### src/rtl/conv33_pkg.sv
// rtl/conv33_pkg.sv - shared constants, state encoding and helpers for the conv33 engine
package conv33_pkg;

    localparam int CONV_DATA_W = 8;
    localparam int CONV_IMG_H  = 28;
    localparam int CONV_IMG_W  = 28;
    localparam int CONV_PAD    = 1;

    localparam int CONV_PH = CONV_IMG_H + 2 * CONV_PAD;
    localparam int CONV_PW = CONV_IMG_W + 2 * CONV_PAD;
    localparam int CONV_N  = CONV_PH * CONV_PW;

    localparam logic [2:0] ENC_IDLE     = 3'd0;
    localparam logic [2:0] ENC_RUN      = 3'd1;
    localparam logic [2:0] ENC_DRAIN    = 3'd2;
    localparam logic [2:0] ENC_DONE     = 3'd3;
    localparam logic [2:0] ENC_WAIT_LOW = 3'd4;

    typedef enum logic [2:0] {
        ST_IDLE     = ENC_IDLE,
        ST_RUN      = ENC_RUN,
        ST_DRAIN    = ENC_DRAIN,
        ST_DONE     = ENC_DONE,
        ST_WAIT_LOW = ENC_WAIT_LOW
    } state_t;

    // Bit width able to hold values 0..n-1, never narrower than one bit.
    function automatic int cnt_w(input int n);
        return (n < 2) ? 1 : $clog2(n);
    endfunction

endpackage

### src/rtl/conv33_pad_scan.sv
// rtl/conv33_pad_scan.sv - padded raster scan counters with interior/last flags and address counters
module conv33_pad_scan
    import conv33_pkg::*;
#(
    parameter int IMG_H  = CONV_IMG_H,
    parameter int IMG_W  = CONV_IMG_W,
    parameter int PAD    = CONV_PAD,
    parameter int SRC_AW = 10,
    parameter int BUF_AW = 10
) (
    input  logic              clk,
    input  logic              rst,
    input  logic              clear,
    input  logic              step,
    output logic              interior,
    output logic              last,
    output logic [SRC_AW-1:0] src_addr,
    output logic [BUF_AW-1:0] buf_addr
);

    localparam int PH = IMG_H + 2 * PAD;
    localparam int PW = IMG_W + 2 * PAD;
    localparam int RW = cnt_w(PH + 1);
    localparam int CW = cnt_w(PW + 1);

    localparam logic [RW-1:0] R_LO   = RW'(PAD);
    localparam logic [RW-1:0] R_SPAN = RW'(IMG_H);
    localparam logic [RW-1:0] R_LAST = RW'(PH - 1);
    localparam logic [CW-1:0] C_LO   = CW'(PAD);
    localparam logic [CW-1:0] C_SPAN = CW'(IMG_W);
    localparam logic [CW-1:0] C_LAST = CW'(PW - 1);

    logic [RW-1:0]     pr_q, pr_d, pr_off;
    logic [CW-1:0]     pc_q, pc_d, pc_off;
    logic [SRC_AW-1:0] src_q, src_d;
    logic [BUF_AW-1:0] buf_q, buf_d;

    always_comb begin
        // Offsets below the border wrap to large values, so one unsigned compare covers both edges.
        pr_off   = pr_q - R_LO;
        pc_off   = pc_q - C_LO;
        interior = (pr_off < R_SPAN) && (pc_off < C_SPAN);
        last     = (pr_q == R_LAST) && (pc_q == C_LAST);

        pr_d  = pr_q;
        pc_d  = pc_q;
        src_d = src_q;
        buf_d = buf_q;
        if (clear) begin
            pr_d  = '0;
            pc_d  = '0;
            src_d = '0;
            buf_d = '0;
        end else if (step) begin
            buf_d = buf_q + BUF_AW'(1);
            if (interior) begin
                src_d = src_q + SRC_AW'(1);
            end
            if (pc_q == C_LAST) begin
                pc_d = '0;
                pr_d = pr_q + RW'(1);
            end else begin
                pc_d = pc_q + CW'(1);
            end
        end
    end

    always_ff @(posedge clk or posedge rst) begin
        if (rst) begin
            pr_q  <= '0;
            pc_q  <= '0;
            src_q <= '0;
            buf_q <= '0;
        end else begin
            pr_q  <= pr_d;
            pc_q  <= pc_d;
            src_q <= src_d;
            buf_q <= buf_d;
        end
    end

    assign src_addr = src_q;
    assign buf_addr = buf_q;

endmodule

### src/rtl/conv33_input_load.sv
// rtl/conv33_input_load.sv - conv33 input-load stage: padded feature-map copy into the window buffer
module conv33_input_load
    import conv33_pkg::*;
#(
    parameter int DATA_W = CONV_DATA_W,
    parameter int IMG_H  = CONV_IMG_H,
    parameter int IMG_W  = CONV_IMG_W,
    parameter int PAD    = CONV_PAD,
    parameter int SRC_AW = 10,
    parameter int BUF_AW = 10
) (
    input  logic              clk,
    input  logic              rst,
    input  logic              input_start,
    output logic              input_done,
    output logic              busy,
    output logic              src_en,
    output logic [SRC_AW-1:0] src_addr,
    input  logic [DATA_W-1:0] src_data,
    output logic              buf_we,
    output logic [BUF_AW-1:0] buf_addr,
    output logic [DATA_W-1:0] buf_wdata
);

    state_t            state_q, state_d;
    logic              wr_we_q, wr_we_d;
    logic              wr_int_q, wr_int_d;
    logic [BUF_AW-1:0] wr_addr_q, wr_addr_d;

    logic              scan_clear;
    logic              scan_step;
    logic              scan_interior;
    logic              scan_last;
    logic [SRC_AW-1:0] scan_src;
    logic [BUF_AW-1:0] scan_buf;

    conv33_pad_scan #(
        .IMG_H  (IMG_H),
        .IMG_W  (IMG_W),
        .PAD    (PAD),
        .SRC_AW (SRC_AW),
        .BUF_AW (BUF_AW)
    ) u_scan (
        .clk      (clk),
        .rst      (rst),
        .clear    (scan_clear),
        .step     (scan_step),
        .interior (scan_interior),
        .last     (scan_last),
        .src_addr (scan_src),
        .buf_addr (scan_buf)
    );

    always_comb begin
        state_d    = state_q;
        scan_clear = 1'b0;
        scan_step  = (state_q == ST_RUN);
        // Issue stage hands its position to the write stage one cycle later, matching BRAM latency.
        wr_we_d    = scan_step;
        wr_int_d   = scan_step && scan_interior;
        wr_addr_d  = scan_step ? scan_buf : '0;

        case (state_q)
            ST_IDLE: begin
                if (input_start) begin
                    state_d    = ST_RUN;
                    scan_clear = 1'b1;
                end
            end
            ST_RUN: begin
                if (scan_last) begin
                    state_d = ST_DRAIN;
                end
            end
            ST_DRAIN:    state_d = ST_DONE;
            ST_DONE:     state_d = input_start ? ST_WAIT_LOW : ST_IDLE;
            ST_WAIT_LOW: begin
                if (!input_start) begin
                    state_d = ST_IDLE;
                end
            end
            default:     state_d = ST_IDLE;
        endcase
    end

    always_ff @(posedge clk or posedge rst) begin
        if (rst) begin
            state_q   <= ST_IDLE;
            wr_we_q   <= 1'b0;
            wr_int_q  <= 1'b0;
            wr_addr_q <= '0;
        end else begin
            state_q   <= state_d;
            wr_we_q   <= wr_we_d;
            wr_int_q  <= wr_int_d;
            wr_addr_q <= wr_addr_d;
        end
    end

    assign src_en     = scan_step && scan_interior;
    assign src_addr   = scan_src;
    assign buf_we     = wr_we_q;
    assign buf_addr   = wr_addr_q;
    assign buf_wdata  = (wr_we_q && wr_int_q) ? src_data : '0;
    assign busy       = (state_q == ST_RUN) || (state_q == ST_DRAIN) || (state_q == ST_DONE);
    assign input_done = (state_q == ST_DONE);

endmodule

### config.mk
export PLATFORM = sky130hd
export DESIGN_NAME = conv33_input_load
export DESIGN_NICKNAME = d
export VERILOG_FILES = /design/src/rtl/conv33_pkg.sv /design/src/rtl/conv33_pad_scan.sv /design/src/rtl/conv33_input_load.sv
export SDC_FILE = /design/constraint.sdc
export NUM_CORES = 1
export LEC_CHECK = 0
export ABC_AREA = 1
export BUFFER_PORTS_ARGS = -buffer_cell sky130_fd_sc_hd__buf_2
export CORE_ASPECT_RATIO = 1.1
export CORE_UTILIZATION = 40
export DETAILED_ROUTE_END_ITERATION = 10
export SYNTH_ARGS = -nofsm -noshare
export SYNTH_HDL_FRONTEND = slang
export SYNTH_SLANG_ARGS = --single-unit
### constraint.sdc
create_clock -name clk -period 2.02 [get_ports clk]
set_clock_uncertainty 0.1 [all_clocks]
set_input_delay 0.303 -clock clk [delete_from_list [all_inputs] [get_ports clk]]
set_output_delay 0.303 -clock clk [all_outputs]
set_load 0.05 [all_outputs]
# [Word-level counts from Yosys, hierarchy flattened]
# Cells that the tools add are included.
# Widths: inputs -> output; s select.
[totals] out_inout_bits=32 ff_bits=45 in_bits=11 elab_cells=58
[op_classes] mux=20 n_reduce_logical=13 magnitude_cmp=2 n_eq_ne=9 n_addsub=6
[op_table] op="$mux 10" n=6
[op_table] op="$mux 5" n=6
[op_table] op="$add 10x1->10 const B" n=2
[op_table] op="$pmux 3 s5" n=1
[op_table] op="$mux 3" n=4
[op_table] op="$add 5x1->5 const B" n=2
[op_table] op="$eq 5x5->1 const B" n=2
[op_table] op="$lt 5x5->1 const B" n=2
[op_table] op="$sub 5x1->5 const B" n=2
[op_table] op="$mux 8" n=1
[op_table] op="$eq 3x2->1 const B" n=2
[op_table] op="$reduce_bool 2->1" n=3
[op_table] op="$logic_and 1x1->1" n=4
[op_table] op="$ne 2x2->1 const B" n=2
[op_table] op="$reduce_and 2->1" n=2
[op_table] op="$eq 3x1->1 const B" n=1
[op_table] op="$eq 3x3->1 const B" n=1
[op_table] op="$logic_not 3->1" n=1
[op_table] op="$reduce_and 3->1" n=1
[op_table] op="$logic_or 1x1->1" n=2
[op_table] op="$mux 1" n=2
[op_table] op="$ne 2x1->1 const B" n=1

# [Logic depth before layout (Yosys ltp)]
# Gate-level depths: netlist of run 1.
[logic_depth] depth_word=6 mapped_depth=11 depth_no_buf=11

# [By module]
# From an unflattened synthesis of run 1, not the netlist that was laid out.
[hier_totals] cells_unflattened=328 area_unflattened_um2=2572.5
[by_module_without_submodules] mod="conv33_pad_scan" area_each_um2=1919.3 cells_each=246 instances=1 seq_area_each_um2=750.7
[by_module_without_submodules] mod="conv33_input_load" area_each_um2=653.1 cells_each=82 instances=1 seq_area_each_um2=375.4

# [Worst setup path after synthesis of run 1]
# Ideal clock, no wire load.
[synth_timing] kind="reg-to-output" start="register u_scan.pr_q[0]" end="output src_en" t_arrival_ns=1.699 path_stages_with_launch=9 setup_slack_ns=-0.082 required_ns=1.617 path_buffers=0 cell_sequence="dfrtp_1 > inv_1 > ha_1 > inv_1 > a21oi_1 > a21oi_1 > nand2_1 > inv_1 > nor2_1"
[synth_between] elab_chain_cells=4
[synth_lines] element="start, declared" line_no="conv33_pad_scan.sv:33" source="logic [RW-1:0] pr_q, pr_d, pr_off;"
[synth_lines] element="start signal, assigned" line_no="conv33_pad_scan.sv:75" source="pr_q <= pr_d;"
[synth_lines] element="$sub 5x1->5" line_no="conv33_pad_scan.sv:40" source="pr_off = pr_q - R_LO;"
[synth_lines] element="$lt 5x5->1" line_no="conv33_pad_scan.sv:42" source="interior = (pr_off < R_SPAN) && (pc_off < C_SPAN);"
[synth_lines] element="$logic_and 1x1->1" line_no="conv33_pad_scan.sv:42"
[synth_lines] element="$logic_and 1x1->1" line_no="conv33_input_load.sv:100" source="assign src_en = scan_step && scan_interior;"
[synth_lines] element="end, declared" line_no="conv33_input_load.sv:17" source="output logic src_en,"
# Every way passes these cells.

# [Worst setup path in the final report of run 1]
[layout_timing] start="register u_scan.pc_q[0]" end="output src_en"
[layout_between] elab_chain_cells=4
[layout_lines] element="start, declared" line_no="conv33_pad_scan.sv:34" source="logic [CW-1:0] pc_q, pc_d, pc_off;"
[layout_lines] element="start signal, assigned" line_no="conv33_pad_scan.sv:76" source="pc_q <= pc_d;"
[layout_lines] element="$sub 5x1->5" line_no="conv33_pad_scan.sv:41" source="pc_off = pc_q - C_LO;"
[layout_lines] element="$lt 5x5->1" line_no="conv33_pad_scan.sv:42"
[layout_lines] element="$logic_and 1x1->1" line_no="conv33_pad_scan.sv:42"
[layout_lines] element="$logic_and 1x1->1" line_no="conv33_input_load.sv:100"
# Every way passes these cells.

==> flow_results.org, run 1 <==
** Place
- The number of placed instances, taps included, is 435.
- The congestion estimate from routability-driven global placement came to 0.7561.
- IO buf count :: 42
- Cell area after placement :: 2795 um^2
- Post-placement worst setup slack :: 0.1664 ns
- Detailed placement finished with a half-perimeter wire length of 3.534 mm.

** Logic synthesis
- Yosys mapped the design onto 34 distinct sky130hd cell types.
- Adder-Cell Fraction of Synth Area :: 4.016%
- The number of nets in the synthesized netlist is 337.
- The mapped netlist covers 2492 um^2.
- The largest total area in the synthesized netlist belongs to sky130_fd_sc_hd__dfrtp_1.
- Counting flops with a built-in enable in the synthesized netlist gives 0.
- After synthesis, the cell types taking the most area are sky130_fd_sc_hd__dfrtp_1 (45%), sky130_fd_sc_hd__nand2_1 (9.3%), sky130_fd_sc_hd__inv_1 (6.8%), sky130_fd_sc_hd__nor2_1 (6.8%), sky130_fd_sc_hd__nand3_1 (5.4%).
- For this run, the number of Yosys warnings is 0.
- Main combinational cell family by area after synthesis :: simple AND/OR/NAND/NOR gates
- Yosys instantiated no cell more often than sky130_fd_sc_hd__nand2_1.
- Synthesized area per cell :: 7.838 um^2
- In the synthesized netlist the async set-or-reset flop fraction comes to 100.0%.
- The most used flip-flop cell after synthesis is sky130_fd_sc_hd__dfrtp_1.
- Of the total synthesized cell area, the portion taken by AND, OR, NAND and NOR gates is 30.87%.
- Synth Register Bits :: 45
- Most frequent cells after synthesis :: sky130_fd_sc_hd__nand2_1 (62), sky130_fd_sc_hd__dfrtp_1 (45), sky130_fd_sc_hd__inv_1 (45), sky130_fd_sc_hd__nor2_1 (45), sky130_fd_sc_hd__nand3_1 (27)
- Synth top area share :: 45.18%
- Post-synthesis instance total :: 318
- Of the total synthesized cell area, the portion taken by XOR and XNOR cells is 1.757%.
- The portion of synthesized area spent on multiplexers is 0%.
- Complex-gate fraction of the synthesized area :: 8.986%
- Post-synthesis sequential area ratio :: 45.18%

** Final layout
- The finished cells cover 3045 um^2.
- At the end of the flow, the number of nets in the layout was 391.
- Total of fill cells in the finished design :: 605
- After the flow finishes, the layout carries non-filler instances totaling 450.
- Fraction of layout instances using a drive strength above 1 :: 26.27%
- N_diodes :: 0
- Layout overhead on the synthesized area :: 22.19%
- Total area of sequential cells :: 1126 um^2
- Summing all multi-input logic gate instances after layout gives 1195 um^2.

** Drt
- After detailed routing, the number of vias per cell comes to 4.767.
- For this block, the initial DRC count from the detailed router was 60.
- Number of iterations in the first detailed-routing pass :: 4
- After detailed routing, the total wire length is 5.122 mm.
- After detailed routing, the number of remaining DRC violations is 0.
- Once detail routing completed, the nets flagged for antenna violations numbered 0.
- Summing over every cut layer, the via total after detailed routing is 2145.
- Dividing the detail-routed wire length by the instance count gives 11.38 um.

** Clocking
- Sink Count :: 45
- Number of buffers on the longest clock path :: 2
- Clock-pin slew was measured on the worst setup and hold paths at 0.10 ns.
- H-tree level count :: 2
- Clock tree from TritonCTS :: yes
- Counting the buffers created by CTS gives 5.
- Number of hold buffers added after CTS :: 0
- Clock latency of the later-clocked register in the worst-skew pair :: 0.30 ns
- Clock Root Buffer :: sky130_fd_sc_hd__clkbuf_8

** Timing
- Least-Margin Pin Slew :: 0.5641 ns
- The max-slew violation total from the final report is 0.
- Setup repair after global routing could not meet its margin everywhere.
- Final-report hold violation count :: 0
- After layout, the worst path uses 97.23% of the clock period.
- Max-Slew Margin vs Limit :: 62.39%
- Setup violations remaining at the end of the flow were counted as 0.
- For this run, the top clock speed supported by timing is 509.2 MHz.
- Across all setup checks in the final design, the least slack found is 0.05597 ns.
- Shortest period the worst path allows :: 1.964 ns

** Global route
- Remaining global-route overflow :: 0
- The layer flagged by global routing as most heavily used is met2.
- The number of global-route vias before repair came to 2068.
- For met3 alone, demand over resource in global routing was 3.587%.
- GRT Total Usage :: 17.25%
- In the global route stage, met1 resource usage came out at 20.96%.
- Global-route met2 utilization :: 30.17%
- Number of antenna violations at the first check in global routing :: 0
- The first global-routing pass estimated 9.066 mm of wire.
- Entering global routing, the biggest net connects 46 pins.

** Worst setup path
- Crit end category :: primary output
- List of cells traversed by the critical path :: inv_2, ha_4, inv_1, nand2_1, a21oi_1, nand3_2, nand2_2, nor2_4, buf_6
- The kind of cell with the highest combined delay along the critical path is flip-flops.
- For flop-to-flop paths, the worst setup slack is 0.27 ns.
- Arrival @ worst endpoint :: 1.56 ns
- Along the worst path, the maximum fanout reaches 4.
- The critical path starts at u_scan.pc_q[0]$_DFFE_PP0P_.
- The largest individual stage delay along the critical path comes from the cell sky130_fd_sc_hd__dfrtp_1.
- For the worst flop-to-flop path, the logic depth is 12.
- Data on the critical path is required at its endpoint by 1.62 ns.
- Crit path kind :: reg -> out
- Setup crit start kind :: register
- Slowest stage delay, CP :: 0.41 ns
- The endpoint identified for the worst register-to-register timing path is u_scan.src_addr[5]$_DFFE_PP0P_.
- The critical path contains buffers and inverters numbering 3 combined.
- Worst R2R Start :: u_scan.pc_q[0]$_DFFE_PP0P_

** Floorplanning
- Standard-cell row count :: 29
- Core Region :: 5878 um^2
- In this run the count of I/O pins placed on the die edge is 43.
- The die is 77.27 um wide.
- Once the floorplan was initialized, standard cells occupied 42.40% of the core.
- Measured along the y axis, the die boundary spans 84.79 um.
- The die covers 6551 um^2.

** Min path
- Type of the tightest min-delay check :: in -> async

** Power
- Summed over all cells, the static leakage comes to 1.595 nW.
- For this design the ratio of total power to cell area is 589.0 nW/um^2.
- The worst-case IR drop observed on VDD is 0.0003072 V.

** Status
- The run finished with clean final reports.

** Flow run
- Max-Cap Viols :: 0
## per-stage QoR
stage	util (%)	TNS, ns	hold slack, ns	total power [mW]
floorplan	-	0	0.3251	0.9705
global placement	47.55	0	0.3743	0.9951
detailed placement	47.55	0	0.3830	0.9959
CTS	51.21	0	0.05012	1.827
global route	51.81	-0.06509	0.07074	1.867
finish	51.81	0	0.02865	1.794
## worst min-delay path, delay by kind of cell
family                 cells  cell delay [ns]
buffers and inverters      3             0.60
## layer usage
layer	vias to the layer above	share of wire [%]
li1	1117	-
met1	975	47
met2	47	47
met3	6	4.1
met4	0	1.3
met5	-	0
## kinds of logic (layout without fill, tap and decap cells)
group	after synthesis	after routing
compound gates	38	38
xor+xnor	5	5
fa+ha+maj	8	8
buf+inv	56	111
flops	45	45
simple gates	166	166
## area by class of cell
class	instances	area share, %
multi-input cells	217	39.24
clock inverters	3	2.260
clock buffers	5	2.260
flip-flops and latches	45	36.98
well taps	77	3.164
repair buffers	53	9.942
inverters	50	6.163
## flip-flops by register name, summed over array words and instances (netlist names)
register	flops
u_scan.pr_q	5
buf_we	1
u_scan.buf_addr	10
u_scan.src_addr	10
u_scan.pc_q	5
state_q	3
wr_int_q	1
buf_addr	10
## report_power, final
group / switching [mW] / leakage (nW) / internal (mW) / total (mW)
Sequential: 0 / 0.540 / 0.900 / 0.900
Combinational: 0.0581 / 0.986 / 0.0179 / 0.0760
Clock: 0.320 / 0.0687 / 0.498 / 0.818
Total: 0.378 / 1.59 / 1.42 / 1.79
## worst max-delay path by stage
stage	end	slack, ns	cells after the start
6_report	src_en	0.06	9
5_1_grt	src_en	-0.07	9
4_1_cts	src_en	0.004	9
3_5_place_dp	src_en	0.17	9
3_3_place_gp	src_en	0.20	9
2_1_floorplan	buf_wdata[0]	0.08	2
## cell usage in the layout, fill, tap and decap left out, types with 2 or more instances in the layout
cell type,instances
sky130_fd_sc_hd__dfrtp_1,45
sky130_fd_sc_hd__o21ai_2,3
sky130_fd_sc_hd__bufinv_16,2
sky130_fd_sc_hd__inv_2,12
sky130_fd_sc_hd__a21oi_1,8
sky130_fd_sc_hd__o21ai_1,4
sky130_fd_sc_hd__nor3_1,10
sky130_fd_sc_hd__inv_1,38
sky130_fd_sc_hd__nor2_4,3
sky130_fd_sc_hd__nor2_1,43
sky130_fd_sc_hd__nand4_1,6
sky130_fd_sc_hd__clkbuf_8,5
sky130_fd_sc_hd__nand2_2,5
sky130_fd_sc_hd__nor3_2,2
sky130_fd_sc_hd__nand2_4,4
sky130_fd_sc_hd__ha_1,6
sky130_fd_sc_hd__buf_4,10
sky130_fd_sc_hd__nand2_1,60
sky130_fd_sc_hd__o21ai_0,15
sky130_fd_sc_hd__buf_2,41
sky130_fd_sc_hd__xor2_1,4
sky130_fd_sc_hd__nand3_1,27
sky130_fd_sc_hd__o31ai_1,2
sky130_fd_sc_hd__ha_4,2
sky130_fd_sc_hd__a21oi_2,2
sky130_fd_sc_hd__buf_6,2
## repair_timing
item	4_1_cts	5_1_grt
resized for setup	12	9
hold endpoints to repair	0	0
setup endpoints to repair	1	1
pin swaps	4	4
buffers inserted	6	1
Power figures use the tool's default switching activity.
==> run 2: changes to the inputs <==
--- a/config.mk
+++ b/config.mk
@@ -8,7 +8,7 @@
 export ABC_AREA = 1
 export BUFFER_PORTS_ARGS = -buffer_cell sky130_fd_sc_hd__buf_2
 export CORE_ASPECT_RATIO = 1.1
-export CORE_UTILIZATION = 40
+export CORE_UTILIZATION = 27
 export DETAILED_ROUTE_END_ITERATION = 10
 export SYNTH_ARGS = -nofsm -noshare
 export SYNTH_HDL_FRONTEND = slang
==> flow_results.org, run 2 (same netlist as run 1, synthesis figures left out) <==
** Drt
- Average routed wire per standard cell :: 10.83 um (-4.9%)
- The DRC violations left was 0 (unchanged).
- Number of iterations in the first detailed-routing pass :: 4 (unchanged)
- Total Routed Length :: 5.413 mm (+5.7%)
- Post-DR vias/cell :: 4.490 (-5.8%)
- The overall via count from detail_route was 2245 (+4.7%).
- Number of DRC markers in iteration 0 :: 84 (+40%)
- The final antenna-violating net count is 0 (unchanged).

** Power
- The total power consumption of the routed design came to 1.580 mW (-12%).
- Leakage component of the power :: 1.637 nW (+2.7%)
- Portion of total power attributed to combinational logic :: 5.1% (+0.9 points)
- The total net switching power came to 0.3802 mW (+0.56%).
- The switching fraction of total power is 24.07% (+3.0 points).
- Peak supply drop :: 0.0002207 V (-28%)
- Clock power share :: 37.9% (-7.7 points)
- Sequential power share :: 57.0% (+6.8 points)
- The internal power was 1.199 mW (-15%).
- The total power divided by cell area was 501.2 nW/um^2 (-15%).

** Clocking
- The largest buffer count on any clock path came to 2 (unchanged).
- H-tree level count :: 2 (unchanged)
- The clock latency at the later pin of the worst-skew pair is 0.31 ns (about the same).
- The number of clock sinks was 45 (unchanged).
- TritonCTS built the clock tree.
- The number of CTS-inserted buffers is 5 (unchanged).
- Clock-pin slew on the worst setup and hold paths :: 0.09 ns (about the same)
- Clock Root Buffer :: sky130_fd_sc_hd__clkbuf_8

** Timing
- Final-report hold violation count :: 0 (unchanged)
- The upper clock frequency limit is 516.1 MHz (+1.4%).
- Least-Margin Pin Slew :: 0.2937 ns (-0.2704 ns)
- The post-layout minimum cycle time was 1.938 ns (-0.02631 ns).
- Max-Slew Margin vs Limit :: 80.31% (+18 points)
- Setup repair after global routing could not meet its margin everywhere.
- Max-slew violations :: 0 (unchanged)
- The part of the cycle the worst path needs is 95.93% (-1.3 points).
- The slack of the critical path is 0.08228 ns (+0.02631 ns).
- The worst-case hold slack was 0.1355 ns (+0.1069 ns).
- The number of endpoints failing setup at the final stage was 0 (unchanged).

** Worst setup path
- Path depth of the worst reg2reg path :: 7 (-5)
- The critical path required time came to 1.62 ns (about the same).
- Arrival @ worst endpoint :: 1.53 ns (-0.03 ns)
- The critical path is of the reg -> out type.
- Largest fanout of any net on the critical path :: 3 (-1)
- Crit end category :: primary output
- STA classifies the critical path startpoint as a register.

** Final layout
- Total of fill cells in the finished design :: 913 (+51%)
- N_diodes :: 0 (unchanged)
- Fraction of layout instances using a drive strength above 1 :: 28.24% (+2.0 points)
- Leading cell types in the layout, fill and taps excluded :: sky130_fd_sc_hd__nand2_1 (60), sky130_fd_sc_hd__dfrtp_1 (45), sky130_fd_sc_hd__nor2_1 (44)
- Relative to the synthesized area, the layout overhead comes to 26.46%.
- Post-layout utilization of the core :: 35.34% (-16 points)
- Leaving out fill and tap cells, the most frequent cell in the layout is sky130_fd_sc_hd__nand2_1.
- Post-layout nets :: 404 (+3.3%)
- Finished Layout Cells :: 500 (+11%)

** Floorplanning
- The full die area is 9620 um^2 (+47%).
- The horizontal die dimension came to 93.61 um (+21%).
- I/O pin count :: 43 (unchanged)
- Core Region :: 8919 um^2 (+52%)
- Die height :: 102.8 um (+21%)
- Initial standard-cell utilization of the core :: 27.95% (-14 points)
- The standard-cell row count is 36 (+24%).

** Min path
- The worst hold path passes through 2 cells.
- Type of the tightest min-delay check :: in -> reg

** Global route
- The global-route wire length before repair was 9.052 mm (-0.15%).
- The total grt overflow is 0 (unchanged).
- Pin count of the biggest net entering global routing :: 46 (unchanged)
- GRT Total Usage :: 11.99% (-5.3 points)
- Via count of the first global-routing pass :: 2099 (+1.5%)
- Number of antenna violations at the first check in global routing :: 0 (unchanged)

** Place
- IO buf count :: 42 (unchanged)
- Detailed placement HPWL :: 3.717 mm (+5.2%)
- The total instance count after detailed placement came to 473 (+8.7%).
- Final weighted congestion of routability-driven global placement :: 0.7503 (-0.77%)
- The worst setup slack after placement was 0.1654 ns (-0.001006 ns).

** Status
- The flow ran to the end, and the final reports show no timing, DRC or antenna violations.

** Flow run
- The number of maximum-capacitance violations came to 0 (unchanged).
## run 2: worst paths after layout
check / startpoint / slack (ns) / end
max in group asynchronous: rst / 1.11 / u_scan.pc_q[0]$_DFFE_PP0P_
setup reg to reg: state_q[1]$_DFFE_PP0P_ / 0.31 / u_scan.pc_q[2]$_DFFE_PP0P_
hold reg to reg: u_scan.buf_addr[2]$_DFFE_PP0P_ / 0.39 / u_scan.buf_addr[2]$_DFFE_PP0P_
setup / recovery: u_scan.pr_q[1]$_DFFE_PP0P_ / 0.08 / src_en
hold / removal: input_start / 0.14 / state_q[2]$_DFFE_PP0P_
min in group asynchronous: rst / 0.48 / u_scan.src_addr[4]$_DFFE_PP0P_
## run 2: per-stage QoR
step	area, um^2	TNS, ns
2_1_floorplan	2500	0
3_3_place_gp	2861	0
3_5_place_dp	2861	0
4_1_cts	3065	0
5_1_grt	3152	-0.01943
6_report	3152	0
## run 2: metal layers
| metal | share of wire (%) | vias up | routed length [um] | track usage [%] |
|---|---|---|---|---|
| li1 | - | 1147 | - | - |
| met1 | 44 | 1038 | 2359 | 13.18 |
| met2 | 49 | 48 | 2653 | 21.72 |
| met3 | 4.8 | 12 | 259 | 2.655 |
| met4 | 2.6 | 0 | 140 | 6.272 |
| met5 | 0 | - | 0 | 0 |
## run 2: cell type report
class | instances | area [um^2] | share of cell area (%)
clock buffers | 6 | 82.58 | 2.620
repair buffers | 66 | 411.6 | 13.06
flip-flops and latches | 45 | 1126 | 35.73
multi-input cells | 217 | 1187 | 37.67
inverters | 50 | 187.7 | 5.955
well taps | 114 | 142.6 | 4.526
clock inverters | 2 | 13.76 | 0.4367
## run 2: power groups by stage
| stage | Clock (mW) | Sequential (mW) | Combinational, mW |
|---|---|---|---|
| 6_report | 0.599 | 0.900 | 0.0812 |
| 5_1_grt | 0.649 | 0.900 | 0.0907 |
| 4_1_cts | 0.619 | 0.900 | 0.0834 |
| 3_5_place_dp | 0 | 0.918 | 0.0819 |
| 3_3_place_gp | 0 | 0.918 | 0.0811 |
| 2_1_floorplan | 0 | 0.918 | 0.0526 |
## run 2: what timing repair did
item / 4_1_cts / 5_1_grt
cloned: 0 / 0
gates resized for setup: 9 / 10
pin swaps: 4 / 9
hold endpoints to repair: 45 / 0
hold buffers: 1 / 0
buffers inserted: 10 / 8
endpoints found under the setup margin: 1 / 1
## run 2: critical path, cell delays in order (launching register included)
cell                      delay (ns)
sky130_fd_sc_hd__dfrtp_1        0.42
sky130_fd_sc_hd__inv_2          0.09
sky130_fd_sc_hd__ha_4           0.13
sky130_fd_sc_hd__inv_2          0.03
sky130_fd_sc_hd__a21oi_2        0.10
sky130_fd_sc_hd__a21oi_1        0.04
sky130_fd_sc_hd__nand2_1        0.10
sky130_fd_sc_hd__inv_2          0.05
sky130_fd_sc_hd__nor2_4         0.09
sky130_fd_sc_hd__buf_6          0.16
